$ cat src/rtl/gearbox_pkg.sv
// Shared definitions for the 64b/66b receive gearbox and its lock state machine.
package gearbox_pkg;

    localparam int unsigned BLK_W    = 66;
    localparam logic [1:0]  HDR_DATA = 2'b01;
    localparam logic [1:0]  HDR_CTRL = 2'b10;

    typedef enum logic {
        HUNT   = 1'b0,
        LOCKED = 1'b1
    } lock_state_e;

    // 00 and 11 are never legal sync headers
    function automatic logic is_bad_hdr(input logic [1:0] hdr);
        return (hdr != HDR_DATA) && (hdr != HDR_CTRL);
    endfunction

endpackage

$ cat src/rtl/gearbox_lock_fsm.sv
// Sync-header lock tracker: grace after slips, hunt/lock counters, window error
// evaluation and autonomous slip requests while hunting.
module gearbox_lock_fsm
    import gearbox_pkg::*;
#(
    parameter int unsigned GOOD_TO_LOCK = 64,
    parameter int unsigned WINDOW       = 64,
    parameter int unsigned BAD_LIMIT    = 16,
    parameter int unsigned SLIP_GRACE   = 4
) (
    input  logic       clk,
    input  logic       arst,
    input  logic       blk_valid,
    input  logic [1:0] hdr,
    input  logic       slip_done,
    input  logic       auto_slip,
    output logic       auto_slip_req_c,
    output logic       word_locked,
    output logic [7:0] bad_hdr_cnt
);

    localparam int unsigned GOOD_W  = $clog2(GOOD_TO_LOCK + 1);
    localparam int unsigned WIN_W   = (WINDOW > 1) ? $clog2(WINDOW) : 1;
    localparam int unsigned BAD_W   = $clog2(BAD_LIMIT + 1);
    localparam int unsigned GRACE_W = (SLIP_GRACE > 0) ? $clog2(SLIP_GRACE + 1) : 1;

    lock_state_e        state, state_n;
    logic [GOOD_W-1:0]  good_cnt, good_n;
    logic [WIN_W-1:0]   win_cnt, win_n;
    logic [BAD_W-1:0]   bad_win, bad_win_n, bad_acc;
    logic [GRACE_W-1:0] grace, grace_n;
    logic [7:0]         bad_tot_n;
    logic               hdr_bad, checked;

    always_ff @(posedge clk or posedge arst) begin
        if (arst) begin
            state       <= HUNT;
            good_cnt    <= '0;
            win_cnt     <= '0;
            bad_win     <= '0;
            grace       <= '0;
            bad_hdr_cnt <= '0;
            word_locked <= 1'b0;
        end else begin
            state       <= state_n;
            good_cnt    <= good_n;
            win_cnt     <= win_n;
            bad_win     <= bad_win_n;
            grace       <= grace_n;
            bad_hdr_cnt <= bad_tot_n;
            word_locked <= (state_n == LOCKED);
        end
    end

    // The block presented alongside a slip pulse is already post-slip and is ignored
    always_comb begin
        state_n         = state;
        good_n          = good_cnt;
        win_n           = win_cnt;
        bad_win_n       = bad_win;
        bad_acc         = bad_win;
        grace_n         = grace;
        bad_tot_n       = bad_hdr_cnt;
        auto_slip_req_c = 1'b0;
        hdr_bad         = is_bad_hdr(hdr);
        checked         = blk_valid && (grace == '0) && !slip_done;

        if (slip_done) begin
            grace_n = GRACE_W'(SLIP_GRACE);
        end else if (blk_valid && (grace != '0)) begin
            grace_n = grace - GRACE_W'(1);
        end

        case (state)
            HUNT: begin
                win_n     = '0;
                bad_win_n = '0;
                if (slip_done) begin
                    good_n = '0;
                end else if (checked) begin
                    if (hdr_bad) begin
                        good_n          = '0;
                        auto_slip_req_c = auto_slip;
                    end else if (good_cnt >= GOOD_W'(GOOD_TO_LOCK - 1)) begin
                        good_n  = '0;
                        state_n = LOCKED;
                    end else begin
                        good_n = good_cnt + GOOD_W'(1);
                    end
                end
            end
            LOCKED: begin
                good_n = '0;
                if (checked && hdr_bad) begin
                    if (bad_win < BAD_W'(BAD_LIMIT)) begin
                        bad_acc = bad_win + BAD_W'(1);
                    end
                    if (bad_hdr_cnt != 8'hFF) begin
                        bad_tot_n = bad_hdr_cnt + 8'd1;
                    end
                end
                if (blk_valid) begin
                    win_n = win_cnt + WIN_W'(1);
                    if (win_cnt == WIN_W'(WINDOW - 1)) begin
                        bad_win_n = '0;
                        if (bad_acc >= BAD_W'(BAD_LIMIT)) begin
                            state_n = HUNT;
                        end
                    end else begin
                        bad_win_n = bad_acc;
                    end
                end
            end
            default: ;
        endcase
    end

endmodule

$ cat src/rtl/gearbox_rx_66.sv
// IN_W:66 receive gearbox: packs an lsbit-first word stream into 66-bit blocks
// with an arithmetic fill accumulator, one-bit slips and header lock tracking.
module gearbox_rx_66
    import gearbox_pkg::*;
#(
    parameter int unsigned IN_W         = 40,
    parameter int unsigned GOOD_TO_LOCK = 64,
    parameter int unsigned WINDOW       = 64,
    parameter int unsigned BAD_LIMIT    = 16,
    parameter int unsigned SLIP_GRACE   = 4
) (
    input  logic             clk,
    input  logic             arst,
    input  logic [IN_W-1:0]  din,
    input  logic             din_valid,
    input  logic             auto_slip,
    input  logic             slip_req,
    output logic [BLK_W-1:0] dout,
    output logic             dout_valid,
    output logic             slipping,
    output logic             word_locked,
    output logic [7:0]       bad_hdr_cnt
);

    localparam int unsigned STOR_W = IN_W + BLK_W;
    localparam int unsigned FILL_W = $clog2(IN_W + BLK_W + 1);

    logic [STOR_W-1:0] stor, tmp;
    logic [FILL_W-1:0] fill, f;
    logic              pending, slip_exec, blk_done, auto_slip_req_c;

    // New word lands above the buffered bits; a slip discards the oldest bit
    always_comb begin
        slip_exec = pending && din_valid;
        tmp       = stor | (STOR_W'(din) << fill);
        f         = fill + FILL_W'(IN_W);
        if (slip_exec) begin
            tmp = tmp >> 1;
            f   = f - FILL_W'(1);
        end
        blk_done = (f >= FILL_W'(BLK_W));
    end

    always_ff @(posedge clk or posedge arst) begin
        if (arst) begin
            stor       <= '0;
            fill       <= '0;
            pending    <= 1'b0;
            dout       <= '0;
            dout_valid <= 1'b0;
            slipping   <= 1'b0;
        end else begin
            dout_valid <= 1'b0;
            slipping   <= 1'b0;
            // Requests arriving while one is outstanding collapse into it
            pending    <= pending ? !slip_exec : (slip_req || auto_slip_req_c);
            if (din_valid) begin
                slipping <= slip_exec;
                if (blk_done) begin
                    dout       <= tmp[BLK_W-1:0];
                    dout_valid <= 1'b1;
                    stor       <= tmp >> BLK_W;
                    fill       <= f - FILL_W'(BLK_W);
                end else begin
                    stor <= tmp;
                    fill <= f;
                end
            end
        end
    end

    gearbox_lock_fsm #(
        .GOOD_TO_LOCK(GOOD_TO_LOCK),
        .WINDOW      (WINDOW),
        .BAD_LIMIT   (BAD_LIMIT),
        .SLIP_GRACE  (SLIP_GRACE)
    ) u_lock (
        .clk            (clk),
        .arst           (arst),
        .blk_valid      (dout_valid),
        .hdr            (dout[1:0]),
        .slip_done      (slipping),
        .auto_slip      (auto_slip),
        .auto_slip_req_c(auto_slip_req_c),
        .word_locked    (word_locked),
        .bad_hdr_cnt    (bad_hdr_cnt)
    );

endmodule

$ cat config.mk
export PLATFORM = sky130hd
export DESIGN_NAME = gearbox_rx_66
export DESIGN_NICKNAME = d
export VERILOG_FILES = /design/src/rtl/gearbox_pkg.sv /design/src/rtl/gearbox_lock_fsm.sv /design/src/rtl/gearbox_rx_66.sv
export SDC_FILE = /design/constraint.sdc
export NUM_CORES = 1
export LEC_CHECK = 0
export BUFFER_PORTS_ARGS = -buffer_cell sky130_fd_sc_hd__buf_2
export CAP_MARGIN = 20
export CORE_MARGIN = 4
export CORE_UTILIZATION = 46
export DETAILED_ROUTE_END_ITERATION = 7
export HOLD_SLACK_MARGIN = 0.15
export PLACE_DENSITY = 0.76
export RECOVER_POWER = 100
export SETUP_SLACK_MARGIN = 0.5
export SYNTH_ARGS = -nofsm -noshare
export SYNTH_HDL_FRONTEND = slang
export SYNTH_SLANG_ARGS = --single-unit
$ cat constraint.sdc
create_clock -name clk -period 10.6 [get_ports clk]
set_input_delay 2.12 -clock clk [delete_from_list [all_inputs] [get_ports clk]]
set_output_delay 2.12 -clock clk [all_outputs]
set_load 0.005 [all_outputs]
After elaboration in Yosys (flattened, before gate mapping). Index checks and enable logic that the tools add are counted.

Add/subtract/negate cells: 8. Order comparisons: 4. Equality and inequality tests: 6. Shift-type cells: 1. Mux-type cells: 35. Bitwise operators: 2. Reductions and logical operators: 14.

Operators by type and width (number): 106-bit two-way mux (2); 106-bit bitwise OR (1); 40-bit by 7-bit left shift with 106-bit output (1); 7-bit two-way mux (6); 5-bit two-way mux (5); 1-bit two-way mux (15); 7-bit case mux with 2 select lines (1); 6-bit case mux with 2 select lines (1); 5-bit case mux with 2 select lines (1); 8-bit by 1-bit adder with 8-bit output (second input constant) (1); 8-bit inequality test (second input constant) (1); 7-bit by 1-bit adder with 7-bit output (second input constant) (1); 7-bit by 6-bit adder with 7-bit output (second input constant) (1); 7-bit by 6-bit >= comparator with 1-bit output (second input constant) (1); 7-bit >= comparator (second input constant) (1); 7-bit by 1-bit subtractor with 7-bit output (second input constant) (1); 7-bit subtractor (second input constant) (1); 6-bit by 1-bit adder with 6-bit output (second input constant) (1); 6-bit equality test (second input constant) (1); 1-bit logical AND (6); 3-bit two-way mux (2); 6-bit two-way mux (1); 5-bit by 1-bit adder with 5-bit output (second input constant) (1); 5-bit >= comparator (second input constant) (1); 14 further kinds (16).

Register bits: 212. Bits of input ports: 45.

Logic depth before layout (Yosys ltp). Gate-level depths: netlist (run 1).

Depth in word-level cells: 11. Gate-level depth with buffers: 18. Gate-level depth less buffers: 11.

By module. A second synthesis (run 1) with hierarchy kept.

Cells, all modules: 1632. Area, all modules: 15288.4 um2.

By module, submodules not included: gearbox_rx_66 (times used 1, cells an instance 1481, area each 13675.6 um2, sequential area each 4554.4 um2); gearbox_lock_fsm (times used 1, cells an instance 151, area each 1612.8 um2, sequential area each 750.7 um2).

Worst setup path after synthesis (run 1). No wires, ideal clock.

Kind: input to register. Start point: input din_valid. End point: register stor[31]. Library setup time: 0.142 ns. Data arrival time: 4.603 ns. Path slack: 5.855 ns. Stages on the path: 14. Buffers on the path: 5. Path through: buf_2 -> nand2_1 -> inv_1 -> clkbuf_1 -> nand2_1 -> xnor2_1 -> ha_1 -> o2111ai_1 -> or3_1 -> o211ai_2 -> buf_2 -> buf_2 -> buf_2 -> o221ai_1.

Longest elaborated chain between the ends: 4.

Ends and longest elaborated chain: start: declaration (line gearbox_rx_66.sv:15) `input logic din_valid,`; 1-bit logical AND (line gearbox_rx_66.sv:34) `slip_exec = pending && din_valid;`; 7-bit two-way mux (line gearbox_rx_66.sv:37) `if (slip_exec) begin`; 7-bit >= comparator (line gearbox_rx_66.sv:41) `blk_done = (f >= FILL_W'(BLK_W));`; 106-bit two-way mux (line gearbox_rx_66.sv:59) `if (blk_done) begin`; end signal: assignment (line gearbox_rx_66.sv:62) `stor <= tmp >> BLK_W;`; end signal: assignment (line gearbox_rx_66.sv:65) `stor <= tmp;`; end: declaration (line gearbox_rx_66.sv:28) `logic [STOR_W-1:0] stor, tmp;`.

Several ways; a longest one is shown, not always the timed one. A chain may end at the register's enable or synchronous reset.

Worst setup path in the final report (run 1).
Start point: input din_valid. End point: register stor[45].

Same word-level chain as after synthesis.

==> results.yml, run 1 <==
logic_synthesis:
  synth-edff-count: 0
  synthArstFlopShare: 1.00
  synthCells: 1681
  ys_seq_area_frac: 0.351
  ys_warn_count: 0
  synthDistinctLibCells: 82
  synthesis.area_sq_mm: 0.0151
  synth_ff_type: "dfrtp_1"
  synth_fp_nets: 1736
  ys_ff_latch: 212
  avgSynthCellArea_sq_um: 8.99
place:
  io_buffers: 121
  dp.cells: 2133
  dpl_cell_area_sq_mm: 0.0159
  hpwlAfterDp_microns: 39600
  routabilityCongestion: 1.07
worst_setup_path:
  required_ns: 11.06
  path_cells: "clkbuf_1, nand2_1, clkinvlp_2, o21ai_0, ha_1, o2111ai_1, or3_1, o21a_1, nor2_1, clkbuf_1, o21ai_0, o2bb2ai_1"
  reg2reg_to: "stor[45]"
  timing_worst_setup_path_type: "in2reg"
  worstPathArrival_ns: 8.23
  crit_fanout: 49
  critPathLaunchType: "input pin"
  critPathMaxStageDelay_ns: 1.37
  crit_family: "buffers and inverters"
  endpoint_kind: "flip-flop"
  reg2reg_depth: 12
  cp_num_buf_inv: 3
  cp-startpoint: "din_valid"
  regToRegStartpoint: "pending"
  worst-r2r-setup-slack_ns: 3.94
  cp_slowest_cell: "clkinvlp_2"
finish:
  fillers: 3017
  seq_area_sq_mm: 0.00531
  multiInputGateArea_sq_mm: 0.00904
  final_area_sq_mm: 0.0166
  drive_gt1_frac: 0.153
  layout.cells.non_filler: 2178
  area_growth_pct: 10.0
  final_nets: 1772
die:
  core_sq_mm: 0.0325
  die_area_sq_mm: 0.0358
  fp.dieW_microns: 189
  rows: 66
  start_util: 0.466
  ioPinCount: 122
  die_h_microns: 189
drt:
  via_per_inst: 6.82
  wl_microns: 56700
  dr.pass1.iters: 6
  vias: 14900
  drt_iter0_markers: 2351
  drc: 0
  route.detailed.wl_per_inst_microns: 26.0
  antenna_left: 0
sta:
  finalSetupViolations: 0
  min_period_ns: 7.77
  fmax_mhz: 129
  rsz0062_at_grt: "no"
  tightest_slew_ns: 6.25
  hold_violations: 0
  skew_ns: 0.00936
  tns_ns: 0
  drv_slew: 300
  fin_crit_sh: 0.733
  slew_headroom: -3.19
min_path:
  holdPathStages: 2
  min_to: "dout[33]"
  hp-start: "dout[33]"
  hold_path_class: "reg2reg"
global_route:
  grt_pass1_vias: 14300
  gr-total-overflow: 0
  grt_max_degree: 137
  grt_antenna_before_repair: 3
  track_usage: 0.307
  grt_pass1_wl_microns: 87300
power_and_ir_drop:
  combPwrFrac: 0.663
  p_leak_nw: 7.05
  clkPwrFrac: 0.135
  p_int_w: 0.00316
  peakVddDrop_mv: 0.173
  sw_frac_of_total: 0.527
  powerDensity_mw_per_mm2: 402
  pwr-share-seq: 0.202
  switching_power_w: 0.00352
clock_network:
  root_buffer: "clkbuf_16"
  cts_buffers: 24
  cts_max_path_buffers: 3
  htree_num_levels: 1
  cts_resized: 0
  hold_buffers: 0
  cts_setup_buffers: 0
  clkLatencyLatePin_ns: 0.54
  clkTransAtPathRegs_ns: 0.06
  cts_tree: "built"
  clock-sinks: 212
run:
  drv_cap: 4
run_status:
  violations: "max-capacitance violations, max-slew violations"
  status: "complete, but fails checks"
-- Yosys cell counts (8+ instances only) --
| master | instances | area share |
|---|---|---|
| nor3_1 | 33 | 0.011 |
| mux4_2 | 54 | 0.080 |
| o211ai_1 | 16 | 0.0079 |
| inv_1 | 27 | 0.0067 |
| nor2_1 | 159 | 0.039 |
| mux2_2 | 41 | 0.031 |
| o21ai_0 | 126 | 0.042 |
| o32ai_1 | 8 | 0.0046 |
| mux2i_1 | 86 | 0.057 |
| xnor2_1 | 17 | 0.0098 |
| o22ai_1 | 21 | 0.0087 |
| a21o_1 | 17 | 0.0084 |
| nand2_1 | 235 | 0.058 |
| buf_2 | 39 | 0.013 |
| a22oi_1 | 21 | 0.010 |
| buf_1 | 13 | 0.0032 |
| a31oi_1 | 12 | 0.0050 |
| nand2b_1 | 11 | 0.0046 |
| a21oi_1 | 98 | 0.032 |
| o2bb2ai_1 | 49 | 0.028 |
| a221oi_1 | 19 | 0.011 |
| a211oi_1 | 22 | 0.011 |
| nand3_1 | 30 | 0.0099 |
| clkbuf_1 | 77 | 0.019 |
| dfrtp_1 | 212 | 0.35 |
| o221ai_1 | 29 | 0.017 |
| a221o_1 | 21 | 0.014 |
| a22o_1 | 16 | 0.0093 |
| and2_1 | 10 | 0.0041 |
| o21a_1 | 8 | 0.0040 |
| xor2_1 | 12 | 0.0070 |
| ha_1 | 10 | 0.0083 |
-- state kept, by name, indices dropped and copies added, names as in the netlist --
name                flops
dout                   66
dout_valid              1
fill                    7
pending                 1
slipping                1
stor                  106
u_lock.bad_hdr_cnt      8
u_lock.bad_win          5
u_lock.good_cnt         7
u_lock.grace            3
u_lock.win_cnt          6
u_lock.word_locked      1
-- cell type report --
| type | instances | area share |
|---|---|---|
| multi-input cells | 1297 | 0.543 |
| flip-flops and latches | 212 | 0.319 |
| repair buffers | 150 | 0.0456 |
| clock buffers | 31 | 0.0395 |
| well taps | 442 | 0.0333 |
| clock inverters | 12 | 0.0112 |
| inverters | 32 | 0.00737 |
| diodes | 2 | 0.000301 |
-- cells in the final DEF (no fill, tap or decap), types with 19 or more instances in the layout --
cell type and count:
nand2_1 235, dfrtp_1 208, nor2_1 160, o21ai_0 130, a21oi_1 98, mux2i_1 86, buf_2 83, mux4_2 54
o2bb2ai_1 49, clkbuf_1 45, mux2_2 41, nor3_1 33, nand3_1 30, o221ai_1 29, inv_1 24, clkbuf_16 24
buf_4 24, a211oi_1 22, a221o_1 21, o22ai_1 21, a22oi_1 21, a221oi_1 19
-- power by group through the flow --
stage	logic [W]	registers, W	clock network, W
after floorplan	0.00291	0.00130	0
after global placement	0.00424	0.00134	0
after detailed placement	0.00430	0.00135	0
after CTS	0.00432	0.00134	0.000911
after global routing	0.00469	0.00138	0.000942
final	0.00443	0.00135	0.000901
-- routing by layer --
| metal | share of wire | track usage | wire length (microns) |
|---|---|---|---|
| met5 | 0 | 0 | 0 |
| met4 | 0.069 | 0.162 | 3910 |
| met3 | 0.11 | 0.0590 | 5990 |
| met2 | 0.44 | 0.471 | 24900 |
| met1 | 0.39 | 0.415 | 22000 |
-- kinds of logic after synthesis --
group           count (synthesis)  synth area share
flops                         212             0.351
mux                           183             0.171
xor+xnor                       29            0.0168
simple gates                  522             0.147
buf+inv                       172            0.0505
compound gates                553             0.255
fa+ha+maj                      10           0.00828
-- worst max path at each step --
stage | endpoint | cells after the start
floorplan | dout[0] | 1
global route | dout[38] | 3
global placement | dout[49] | 13
detailed placement | dout[49] | 13
finish | stor[45] | 12
CTS | dout[49] | 13
-- worst reg2reg max path, cell delays in order, from the launching register on --
cell	delay [ns]
dfrtp_1	0.36
buf_4	0.32
nand2_1	0.21
clkinvlp_2	1.37
o21ai_0	1.11
ha_1	0.34
o2111ai_1	0.16
or3_1	0.43
o21a_1	0.15
nor2_1	0.96
clkbuf_1	0.75
o21ai_0	0.24
o2bb2ai_1	0.19
-- through the flow --
stage                     total power, W  setup WS [ns]  hold slack (ns)   util
after global placement           0.00558           3.97            0.457  0.489
after CTS                        0.00657           4.41            0.472  0.515
after detailed placement         0.00565           3.86            0.455  0.489
after floorplan                  0.00422           2.69            0.453      -
final                            0.00669           2.83            0.474  0.512
after global routing             0.00702           2.17            0.499  0.512
Power figures use the tool's default switching activity.
==> run 2, diff against run 1 <==
==> constraint.sdc (replaced) <==
create_clock -name clk -period 7.3 [get_ports clk]
set_input_delay 1.46 -clock clk [delete_from_list [all_inputs] [get_ports clk]]
set_output_delay 1.46 -clock clk [all_outputs]
set_load 0.005 [all_outputs]
==> results.yml, run 2 (synthesized netlist as in run 1, its figures left out) <==
run_status:
  status: "complete, but fails checks"
  violations: "max-capacitance violations, max-slew violations"
finish:
  final_cell_mix: "nand2_1 (234), dfrtp_1 (208), nor2_1 (160), o21ai_0 (130), a21oi_1 (98)"
  final_common_cell: "nand2_1"
  top_register: "stor"
  drive_gt1_frac: 0.158
  area_growth_pct: 10.3
  final_area_sq_mm: 0.0167
  largestRegisters: "stor x106, dout x66, u_lock.bad_hdr_cnt x8"
  post-route-util: 0.514
  final_nets: 1776
  largest_register_ffs: 106
  fillers: 3033
place:
  hpwlAfterDp_microns: 41100
  io_buffers: 121
  dpl_cell_area_sq_mm: 0.0159
  routabilityCongestion: 1.03
sta:
  tightest_slew_ns: 3.43
  tns_ns: 0
  hold_violations: 0
  skew_ns: 0.0116
  min_period_ns: 6.02
  finalSetupViolations: 0
  drv_slew: 266
  fin_crit_sh: 0.825
  rsz0062_at_grt: "no"
  fmax_mhz: 166
  slew_headroom: -1.29
worst_setup_path:
  reg2reg_depth: 12
  cp_slowest_cell: "clkinvlp_2"
  crit_fanout: 46
  timing_worst_setup_path_type: "in2reg"
  path_cells: "clkbuf_1, nand2_1, clkinvlp_2, o21ai_0, ha_1, o2111ai_1, or3_1, o21a_1, clkbuf_1, nor2_1, buf_8, o21ai_0, o2bb2ai_1"
  critPathLaunchType: "input pin"
  worstPathArrival_ns: 6.48
  required_ns: 7.75
  endpoint_kind: "flip-flop"
  critPathMaxStageDelay_ns: 1.17
drt:
  drc: 0
  via_per_inst: 6.85
  wl_microns: 57900
  drt_iter0_markers: 2133
  route.detailed.wl_per_inst_microns: 26.6
  vias: 14900
  antenna_left: 0
  dr.pass1.iters: 6
clock_network:
  clock-sinks: 212
  root_buffer: "clkbuf_16"
  cts_buffers: 24
  cts_tree: "built"
  cts_resized: 0
  cts_setup_buffers: 0
  hold_buffers: 0
  clkTransAtPathRegs_ns: 0.06
  clkLatencyLatePin_ns: 0.53
  cts_max_path_buffers: 3
  htree_num_levels: 1
die:
  core_sq_mm: 0.0325
  ioPinCount: 122
  fp.dieW_microns: 189
  die_h_microns: 189
  die_area_sq_mm: 0.0358
  rows: 66
  start_util: 0.466
min_path:
  holdPathStages: 2
  hold_path_class: "reg2reg"
global_route:
  gr-total-overflow: 0
  grt_max_degree: 140
  grt_antenna_before_repair: 3
  grt_pass1_vias: 14300
  track_usage: 0.314
  grt_pass1_wl_microns: 88400
power_and_ir_drop:
  peakVddDrop_mv: 0.207
  p_leak_nw: 7.09
  powerDensity_mw_per_mm2: 587
run:
  drv_cap: 5
run 2: cell count changes in the layout (fill, tap and decap cells not counted), sizes merged:
cell	change
buf	+7
bufinv	-2
clkbuf	-1
clkinv	+1
clkinvlp	-1
inv	-1
run 2: cell type report:
cell class	count	area [sq um]	share of cell area
inverter	32	123	0.00735
clock inverter	9	116	0.00698
timing repair buffer	154	812	0.0487
multi-input combinational	1297	9040	0.542
tap	442	553	0.0332
clock buffer	33	714	0.0428
antenna	2	5.00	0.000300
sequential	212	5310	0.319
run 2: worst paths after layout:
path                       startpoint  endpoint  slack (ns)
max                         din_valid  stor[43]        1.28
min                          dout[53]  dout[53]        0.47
max reg2reg                   pending  stor[43]        1.82
min reg2reg                  dout[53]  dout[53]        0.47
max in group asynchronous        arst  dout[43]        2.06
min in group asynchronous        arst  dout[23]        1.35
run 2: power breakdown:
group | switching (W) | internal [W] | total [W] | leakage, nW
clock | 0.000513 | 0.000755 | 0.00127 | 0.410
sequential | 0.000394 | 0.00165 | 0.00205 | 2.72
combinational | 0.00428 | 0.00219 | 0.00647 | 3.97
total | 0.00518 | 0.00460 | 0.00978 | 7.09
run 2: through the flow:
stage | hold slack (ns) | total power, W | std cells | setup WS (ns)
after global routing | 0.487 | 0.0102 | 2179 | 0.946
after detailed placement | 0.461 | 0.00829 | 2136 | 1.79
after global placement | 0.452 | 0.00819 | 2135 | 2.00
final | 0.469 | 0.00978 | 2181 | 1.28
after floorplan | 0.453 | 0.00612 | 1681 | 3.08
after CTS | 0.474 | 0.00958 | 2178 | 1.94
run 2: critical path, delay by kind of cell:
kind / cells / cell delay [ns]
adders and majority gates: 1 / 0.35
AOI/OAI and AO/OA: 5 / 1.57
buffers and inverters: 4 / 1.94
and+or+nand+nor: 3 / 1.13
run 2: layer usage:
metal / routed length [microns] / vias to the layer above / track usage
met3: 6130 / 231 / 0.0651
met2: 25500 / 985 / 0.474
li1: - / 6412 / -
met1: 22300 / 7300 / 0.423
met4: 3930 / 4 / 0.175
met5: 24 / - / 0
